--- src/rtl/cnn_pkg.sv ---
// Shared constants, state encoding and output-count helper for the CNN frame sequencer.
package cnn_pkg;

    localparam logic [1:0] PAD_NONE    = 2'b00;
    localparam logic [1:0] PAD_ZERO    = 2'b01;
    localparam logic [1:0] PAD_EDGE    = 2'b10;
    localparam logic [1:0] PAD_ILLEGAL = 2'b11;

    localparam logic [1:0] ERR_OK       = 2'b00;
    localparam logic [1:0] ERR_CFG      = 2'b01;
    localparam logic [1:0] ERR_TIMEOUT  = 2'b10;
    localparam logic [1:0] ERR_OVERFLOW = 2'b11;

    typedef enum logic [1:0] {
        ST_IDLE,
        ST_LOAD,
        ST_STREAM,
        ST_DRAIN
    } seq_state_t;

    // Without padding the conv stage trims a 1-pixel border; the 3x3 pool always trims one more.
    function automatic logic [15:0] expected_outputs(input logic [7:0] w,
                                                     input logic [7:0] h,
                                                     input logic [1:0] pad);
        logic [15:0] fw;
        logic [15:0] fh;
        fw = (pad == PAD_NONE) ? ({8'd0, w} - 16'd2) : {8'd0, w};
        fh = (pad == PAD_NONE) ? ({8'd0, h} - 16'd2) : {8'd0, h};
        return (fw - 16'd2) * (fh - 16'd2);
    endfunction

endpackage

--- src/rtl/cnn_cfg_check.sv ---
// Combinational frame-config legality check plus pixel and result count derivation.
module cnn_cfg_check
    import cnn_pkg::*;
(
    input  logic [7:0]  width,
    input  logic [7:0]  height,
    input  logic [1:0]  padding,
    output logic        cfg_ok,
    output logic [15:0] expected,
    output logic [15:0] total
);

    logic [7:0] min_dim;

    // Unpadded frames lose two pixels per axis before pooling, so they need a larger minimum.
    assign min_dim  = (padding == PAD_NONE) ? 8'd5 : 8'd3;
    assign cfg_ok   = (padding != PAD_ILLEGAL) && (width >= min_dim) && (height >= min_dim);
    assign expected = expected_outputs(width, height, padding);
    assign total    = {8'd0, width} * {8'd0, height};

endmodule

--- src/rtl/cnn_frame_sequencer.sv ---
// Frame-level controller: streams a frame from pixel SRAM into the conv/ReLU/pool pipeline
// and counts, tags and forwards the pooled results.
module cnn_frame_sequencer
    import cnn_pkg::*;
#(
    parameter int ADDR_W        = 16,
    parameter int DRAIN_TIMEOUT = 1024
) (
    input  logic              clk,
    input  logic              rst_n,
    input  logic              start,
    input  logic [7:0]        cfg_width,
    input  logic [7:0]        cfg_height,
    input  logic [1:0]        cfg_padding,
    input  logic              hold,
    output logic              mem_rd_en,
    output logic [ADDR_W-1:0] mem_addr,
    input  logic [7:0]        mem_rdata,
    output logic              pix_valid,
    output logic [7:0]        pix_data,
    output logic [7:0]        img_width,
    output logic [7:0]        img_height,
    output logic [1:0]        padding_mode,
    input  logic              res_valid,
    input  logic [7:0]        res_data,
    output logic              out_valid,
    output logic [7:0]        out_data,
    output logic [15:0]       out_index,
    output logic              busy,
    output logic              done,
    output logic [1:0]        error
);

    localparam int IDLE_W = $clog2(DRAIN_TIMEOUT + 1);

    seq_state_t        state;
    seq_state_t        state_next;
    logic [ADDR_W-1:0] rd_cnt;
    logic [15:0]       res_cnt;
    logic [15:0]       res_cnt_next;
    logic [IDLE_W-1:0] idle_cnt;
    logic [IDLE_W-1:0] idle_next;
    logic              cfg_ok;
    logic [15:0]       expected;
    logic [15:0]       total;
    logic              rd_en;
    logic              load_cfg;
    logic              done_set;
    logic              res_accept;
    logic [1:0]        err_next;

    cnn_cfg_check u_cfg_check (
        .width    (img_width),
        .height   (img_height),
        .padding  (padding_mode),
        .cfg_ok   (cfg_ok),
        .expected (expected),
        .total    (total)
    );

    assign res_accept   = res_valid && (state != ST_IDLE);
    assign res_cnt_next = res_cnt + 16'(res_accept);
    assign idle_next    = res_valid ? '0 : idle_cnt + 1'b1;
    assign mem_rd_en    = rd_en;
    assign mem_addr     = rd_cnt;
    assign busy         = (state != ST_IDLE);
    // SRAM data lands the cycle after the strobe, which is exactly when pix_valid is high.
    assign pix_data     = pix_valid ? mem_rdata : '0;

    always_comb begin
        state_next = state;
        rd_en      = 1'b0;
        load_cfg   = 1'b0;
        done_set   = 1'b0;
        err_next   = error;
        if (res_accept && (res_cnt >= expected)) begin
            err_next = ERR_OVERFLOW;
        end
        unique case (state)
            ST_IDLE: begin
                if (start) begin
                    load_cfg   = 1'b1;
                    err_next   = ERR_OK;
                    state_next = ST_LOAD;
                end
            end
            ST_LOAD: begin
                if (!cfg_ok) begin
                    err_next   = ERR_CFG;
                    done_set   = 1'b1;
                    state_next = ST_IDLE;
                end else begin
                    state_next = ST_STREAM;
                end
            end
            ST_STREAM: begin
                if (!hold) begin
                    rd_en = 1'b1;
                    if (rd_cnt == ADDR_W'(total - 16'd1)) begin
                        state_next = ST_DRAIN;
                    end
                end
            end
            ST_DRAIN: begin
                // Completion is checked first so a final result on the timeout cycle still succeeds.
                if (res_cnt_next >= expected) begin
                    done_set   = 1'b1;
                    state_next = ST_IDLE;
                end else if (idle_next == IDLE_W'(DRAIN_TIMEOUT)) begin
                    err_next   = ERR_TIMEOUT;
                    done_set   = 1'b1;
                    state_next = ST_IDLE;
                end
            end
            default: state_next = ST_IDLE;
        endcase
    end

    always_ff @(posedge clk or negedge rst_n) begin
        if (!rst_n) begin
            state <= ST_IDLE;
        end else begin
            state <= state_next;
        end
    end

    always_ff @(posedge clk or negedge rst_n) begin
        if (!rst_n) begin
            rd_cnt       <= '0;
            res_cnt      <= '0;
            idle_cnt     <= '0;
            pix_valid    <= 1'b0;
            img_width    <= '0;
            img_height   <= '0;
            padding_mode <= '0;
            out_valid    <= 1'b0;
            out_data     <= '0;
            out_index    <= '0;
            done         <= 1'b0;
            error        <= ERR_OK;
        end else begin
            pix_valid <= rd_en;
            done      <= done_set;
            error     <= err_next;
            out_valid <= res_accept;
            if (res_accept) begin
                out_data  <= res_data;
                out_index <= res_cnt;
            end
            if (load_cfg) begin
                img_width    <= cfg_width;
                img_height   <= cfg_height;
                padding_mode <= cfg_padding;
                rd_cnt       <= '0;
                res_cnt      <= '0;
            end else begin
                if (rd_en) begin
                    rd_cnt <= rd_cnt + 1'b1;
                end
                res_cnt <= res_cnt_next;
            end
            idle_cnt <= (state == ST_DRAIN) ? idle_next : '0;
        end
    end

endmodule
--- config.mk ---
export PLATFORM = sky130hd
export DESIGN_NAME = cnn_frame_sequencer
export DESIGN_NICKNAME = d
export VERILOG_FILES = /design/src/rtl/cnn_pkg.sv /design/src/rtl/cnn_cfg_check.sv /design/src/rtl/cnn_frame_sequencer.sv
export SDC_FILE = /design/constraint.sdc
export NUM_CORES = 1
export LEC_CHECK = 0
export CAP_MARGIN = 10
export CORE_ASPECT_RATIO = 1.5
export CORE_MARGIN = 2
export CORE_UTILIZATION = 50
export DETAILED_ROUTE_END_ITERATION = 10
export HOLD_SLACK_MARGIN = 0.1
export PLACE_DENSITY = 0.81
export SLEW_MARGIN = 15
export SYNTH_ARGS = -nofsm -noshare
export SYNTH_HDL_FRONTEND = slang
export SYNTH_SLANG_ARGS = --single-unit
export TNS_END_PERCENT = 50
--- constraint.sdc ---
create_clock -name clk -period 7.4 [get_ports clk]
set_input_delay 1.48 -clock clk [delete_from_list [all_inputs] [get_ports clk]]
set_output_delay 1.48 -clock clk [all_outputs]
set_load 0.03 [all_outputs]
Yosys cells after proc, flatten, opt, wreduce, memory -nomap -nowiden:

Cells that the tools add are included.

* $add $sub $neg: 8
* multipliers: 2
* order comparisons: 4
* eq/ne operators: 10
* muxes and demuxes: 30
* reductions and logical operators: 9

Operators with widths (number)
* 2-to-1 mux 16 bit: 5
* >= comparator 16 bit: 2
* subtractor 16 x 2 -> 16 bit (second input constant): 2
* 2-to-1 mux 11 bit: 2
* 2-to-1 mux 2 bit: 11
* subtractor 8 x 2 -> 9 bit (second input constant): 2
* adder 16 x 1 -> 16 bit: 1
* adder 16 x 1 -> 16 bit (second input constant): 1
* == test 16 bit: 1
* >= comparator 8 bit: 2
* multiplier 16 x 16 -> 16 bit: 1
* multiplier 8 x 8 -> 16 bit: 1
* subtractor 16 x 1 -> 16 bit (second input constant): 1
* adder 11 x 1 -> 11 bit (second input constant): 1
* == test 11 bit (second input constant): 1
* 2-to-1 mux 8 bit: 1
* != test 2 bit (second input constant): 4
* one-hot mux 2 bit (4 select lines): 1
* 2-to-1 mux 1 bit: 7
* one-hot mux 2 bit (3 select lines): 1
* == test 2 bit (second input constant): 2
* logical AND 1 bit: 4
* zero test 2 bit: 2
* AND reduction 4 bit: 1
* other kinds (5): 6

* register bits: 92
* output and inout port bits: 73
* logic and storage cells: 76

Logic depth before layout (Yosys ltp):

* word-level depth: 10
* depth in mapped cells: 41

Cells and area by module:

A second synthesis with hierarchy kept.

* cell total of the unflattened synthesis: 1375
* area total of the unflattened synthesis: 12004.0 µm²

By module, submodules not included
* cnn_cfg_check: instances 1, cells an instance 811, area an instance 6693.9 µm², sequential area each 0.0 µm²
* cnn_frame_sequencer: instances 1, cells an instance 564, area an instance 5310.1 µm², sequential area each 2302.2 µm²

Least setup slack after synthesis:

Ideal clock, no wire load.

* kind: reg2reg
* start: register img_width[2]
* end: register error[0]
* arrival time: 8339 ps
* required time: 7269 ps
* slack: -1069 ps
* stages on the path, launching flop included: 40
* path buffers: 1
* clock period less this slack: 8469 ps
* cell sequence: dfrtp_1 -> clkbuf_1 -> inv_1 -> ha_1 -> or3b_2 -> o21ai_0 -> ha_1 -> inv_1 -> nor2_1 -> a21oi_1 -> o22ai_1 -> xor2_1 -> nor2b_1 -> fa_1 -> inv_1 -> fa_1 -> fa_1 -> inv_1 -> [... 4 more ...] -> inv_1 -> ha_1 -> o21ai_0 -> a21oi_1 -> nor2_1 -> xor2_1 -> ha_1 -> o21ai_0 -> nor2_1 -> o21ai_0 -> nand2b_1 -> a21oi_1 -> o31ai_1 -> maj3_1 -> o21ai_1 -> a21oi_2 -> o221ai_1 -> o31ai_1

* cells in the longest elaborated chain, start to end: 10
* elaborated cells on any way between the ends: 16

Ends and longest elaborated chain
* start, declared: line cnn_frame_sequencer.sv:21 `output logic [7:0] img_width,`
* start signal, assigned: line cnn_frame_sequencer.sv:151 `img_width <= cfg_width;`
* subtractor 8 x 2 -> 9 bit: line cnn_pkg.sv:27 `fw = (pad == PAD_NONE) ? ({8'd0, w} - 16'd2) : {8'd0, w};`
* 2-to-1 mux 16 bit: line cnn_pkg.sv:27
* subtractor 16 x 2 -> 16 bit: line cnn_pkg.sv:29 `return (fw - 16'd2) * (fh - 16'd2);`
* multiplier 16 x 16 -> 16 bit: line cnn_pkg.sv:29
* >= comparator 16 bit: line cnn_frame_sequencer.sv:76 `if (res_accept && (res_cnt >= expected)) begin`
* logical AND 1 bit: line cnn_frame_sequencer.sv:76
* 2-to-1 mux 2 bit: line cnn_frame_sequencer.sv:76
* 2-to-1 mux 2 bit: line cnn_frame_sequencer.sv:109 `end else if (idle_next == IDLE_W'(DRAIN_TIMEOUT)) begin`
* 2-to-1 mux 2 bit: line cnn_frame_sequencer.sv:106 `if (res_cnt_next >= expected) begin`
* one-hot mux 2 bit (3 select lines) *: line cnn_frame_sequencer.sv:79 `unique case (state)`
* net err_next[0]: line cnn_frame_sequencer.sv:50 `logic [1:0] err_next;`
* end signal, assigned: line cnn_frame_sequencer.sv:144 `error <= err_next;`
* end, declared: line cnn_frame_sequencer.sv:31 `output logic [1:0] error`

Mark *: on every way through the listed nets, which the timed path passes. The rest lies on a longest branch.
A chain may end at the register's enable or synchronous reset.

Worst setup path after layout:

Same ends and word-level chain as after synthesis.

==> results.md <==
- First-pass GRT wire length: 51800 um
- Worst setup EP type: register
- Reg-to-reg critical path endpoint: error[0]
- Internal power: 2.65 mW
- Port Buf Inserts: 111
- Starting Density: 51.0%
- CP dominant cell by count: fa_1
- Slew @ Worst Pin: 0.990 ns
- H-tree lvl count: 3
- Final Hold Fails: 0
- Sw frac: 45.2%
- Mapped Cells: 1310
- Hold Path Sink: idle_cnt[0]
- Antenna diode count: 0
- Layout cells sized above 1: 20.0%
- Syn nets: 1598
- Clk buf depth: 2
- Top FF cell, synth: dfrtp_1
- Total wire length: 31200 um
- Violation count after the first detailed-route iteration: 497
- Boundary pin count: 112
- Ys Warns: 0
- Clock-pin slew on the worst setup and hold paths: 0.07 ns
- Drt wl/cell: 16.8 um
- Total gr overflow: 0
- Row Count: 68
- Pleak: 7.21 nW
- FFs w/ async S/R, synth: 100%
- Detail Route Antenna Nets: 0
- Vias per cell: 5.29
- Violated checks: setup timing
- Worst path required time: 7.63 ns
- Worst vdd ir: 255 uV
- Hold depth: 1
- FF-to-FF Start: img_width[2]
- Mapped Area: 11800 um^2
- Crit Path Max Fanout: 5
- Power per Cell Area: 321 nW/um^2
- Post-place instance area: 14300 um^2
- Placer Congestion: 0.938
- GRT Overall Usage: 26.3%
- Sink Count: 92
- Worst clock skew: 0.0103 ns
- Slew Viols, Final: 0
- Placeable Area: 23100 um^2
- R2R depth: 39
- Initial antenna violation count: 0
- Clk root buf: clkbuf_16
- Area Overhead vs Synth: 28.2%
- Total CTS buffers: 9
- Die H: 192 um
- Register bit count reported by yosys: 92
- CTS tree: yes
- Max stage delay on crit path: 0.53 ns
- Nets@finish: 1823
- Final setup viols: 5
- Final worst slack: -0.444 ns
- Hold_buf cts: 0
- Setup crit start kind: register
- Slew margin rel.: 33.8%
- Fin crit share: 106%
- Outcome: finished, violations left
- Sequential Power Share: 13.3%
- Finished Layout Cells: 1855
- Clock power frac: 10.7%
- Max Fclk: 0.127 GHz
- Fin area: 15100 um^2
- Psw: 2.19 mW
- HP Start: idle_cnt[0]
- Max-cap viol count: 0
- HPWL Detailed: 24500 um
- FF-to-FF setup slack: -0.44 ns
- Worst Hold Slack: 0.482 ns
- Slowest CP cell: fa_1
- Minimum clock period: 7.84 ns
- Synthesized area per cell: 8.97 um^2
- Largest net degree at the start of global routing: 73
- RSZ-0062 raised after global routing: yes
- Chip Width: 129 um
- Die area: 24800 um^2
- Yosys cell types: 67
- Vias post-DR: 9819
- Vias in the first global route: 10934
- Post-synth EDFFs: 0
- CP Class: reg2reg
- Worst Path Arrival: 8.08 ns
- Combinational share of power: 75.9%
- Placed instance count: 1820
- Register area share after synthesis: 19.6%
- DRC: 0
- Worst min path class: reg2reg
- Clk_lat worst skew: 0.36 ns
- TNS Setup: -1.89 ns
- First-pass iteration count of the detailed router: 7
==> kinds of logic (layout without fill, tap and decap cells) <==
kind of cell,count (synthesis),in the layout,synth area share [%]
XOR/XNOR,123,123,9.45
multiplexers,33,33,3.15
adder cells (fa/ha/maj),250,250,34.3
AO/OA/AOI/OAI,133,133,7.23
AND/OR/NAND/NOR,414,414,17.7
buffers and inverters,265,495,8.58
flip-flops,92,92,19.6
==> repair_timing <==
item	4_1_cts	5_1_grt
endpoints found under the setup margin	5	5
buffers inserted	9	9
gates cloned	1	0
gates resized for setup	41	18
pin swaps	39	26
==> cell type report <==
cell class / instances / area, um^2
Tap cell: 315 / 394
Sequential cell: 92 / 2310
Multi-Input combinational cell: 953 / 8940
Inverter: 220 / 833
Fill cell: 1788 / 8000
Timing Repair Buffer: 259 / 2250
Clock buffer: 9 / 225
Clock inverter: 7 / 104
==> cell usage in the layout, fill, tap and decap left out, types with 19 or more instances in the layout <==
| master | netlist | layout |
|---|---|---|
| nand2b_1 | 21 | 21 |
| dfrtp_1 | 92 | 86 |
| clkdlybuf4s50_1 | 0 | 110 |
| buf_4 | 0 | 145 |
| nand3_1 | 24 | 23 |
| xor2_1 | 48 | 42 |
| o21ai_0 | 40 | 30 |
| ha_1 | 128 | 111 |
| xnor2_1 | 73 | 69 |
| a21o_1 | 19 | 19 |
| nor2_1 | 109 | 100 |
| inv_1 | 220 | 209 |
| fa_1 | 121 | 118 |
| mux2_2 | 32 | 32 |
| nand2_1 | 101 | 99 |
| and2_1 | 64 | 64 |
| a21oi_1 | 31 | 20 |
==> state kept, by name, indices dropped and copies added (netlist names), named ones only <==
name / flops
mem_addr: 16
out_index: 16
res_cnt: 16
idle_cnt: 11
img_height: 8
img_width: 8
out_data: 8
error: 2
padding_mode: 2
done: 1
out_valid: 1
pix_valid: 1
state: 1
==> metrics by stage <==
step / util (%) / power [mW] / setup WS [ns]
5_1_grt: 65.3 / 5.32 / -0.794
4_1_cts: 64.7 / 4.72 / -0.387
3_5_place_dp: 62.2 / 3.95 / -0.547
3_3_place_gp: 62.2 / 3.84 / -0.451
6_report: 65.3 / 4.84 / -0.444
2_1_floorplan: - / 2.90 / -0.289
==> synthesized netlist by cell type, types with 3 or more instances <==
library cell / number / area share, %
ha_1: 128 / 14
nor4_1: 7 / 0.37
or2_2: 8 / 0.43
a21o_1: 19 / 1.2
and2_1: 64 / 3.4
o31ai_1: 3 / 0.19
dfrtp_1: 92 / 20
fa_1: 121 / 21
nor2_1: 109 / 3.5
clkbuf_1: 39 / 1.2
buf_2: 4 / 0.17
nand3_1: 24 / 1.0
xor2_1: 48 / 3.6
a21oi_1: 31 / 1.3
or3_1: 10 / 0.53
o21ai_0: 40 / 1.7
nand2_1: 101 / 3.2
nand4_1: 6 / 0.32
o2111ai_1: 3 / 0.22
a211oi_1: 4 / 0.26
a31oi_1: 6 / 0.32
nor3_1: 15 / 0.64
a21boi_0: 4 / 0.26
nor2b_1: 18 / 0.96
and3_1: 14 / 0.75
nand2b_1: 21 / 1.1
inv_1: 220 / 7.0
or4_1: 3 / 0.19
xnor2_1: 73 / 5.4
mux2_2: 32 / 3.1
==> how the worst max path moves through the flow <==
stage                          startpoint       end  slack, ns  cells after the start
after floorplan              img_width[2]  error[0]      -0.29                     37
after global placement       img_width[2]  state[0]      -0.45                     39
after detailed placement     img_width[2]  state[0]      -0.55                     39
after CTS                    img_width[2]  state[0]      -0.39                     37
after global routing      padding_mode[1]  error[0]      -0.79                     38
final                        img_width[2]  error[0]      -0.44                     39
==> power by group through the flow <==
stage               clock [mW]  sequential, mW  combinational (mW)
finish                   0.520           0.645                3.67
global route             0.542           0.656                4.12
CTS                      0.526           0.644                3.55
detailed placement           0           0.651                3.30
global placement             0           0.648                3.20
floorplan                    0           0.714                2.18
==> per-layer routing <==
layer | up-vias | GRT usage, % | part of all wire, %
met5 | - | 0 | 0
met4 | 0 | 13.6 | 5.2
met3 | 106 | 3.93 | 4.3
met2 | 292 | 47.9 | 53
met1 | 4811 | 29.3 | 37
li1 | 4610 | - | -
==> worst max-delay path, delay by kind of cell (launching register included) <==
family | cells | cell delay (ns)
adders and majority gates | 11 | 4.00
AOI/OAI and AO/OA | 14 | 1.69
and+or+nand+nor | 5 | 0.68
buffers and inverters | 7 | 0.56
DFF | 1 | 0.40
xor gates and xnor gates | 2 | 0.37
Power figures use the tool's default switching activity.
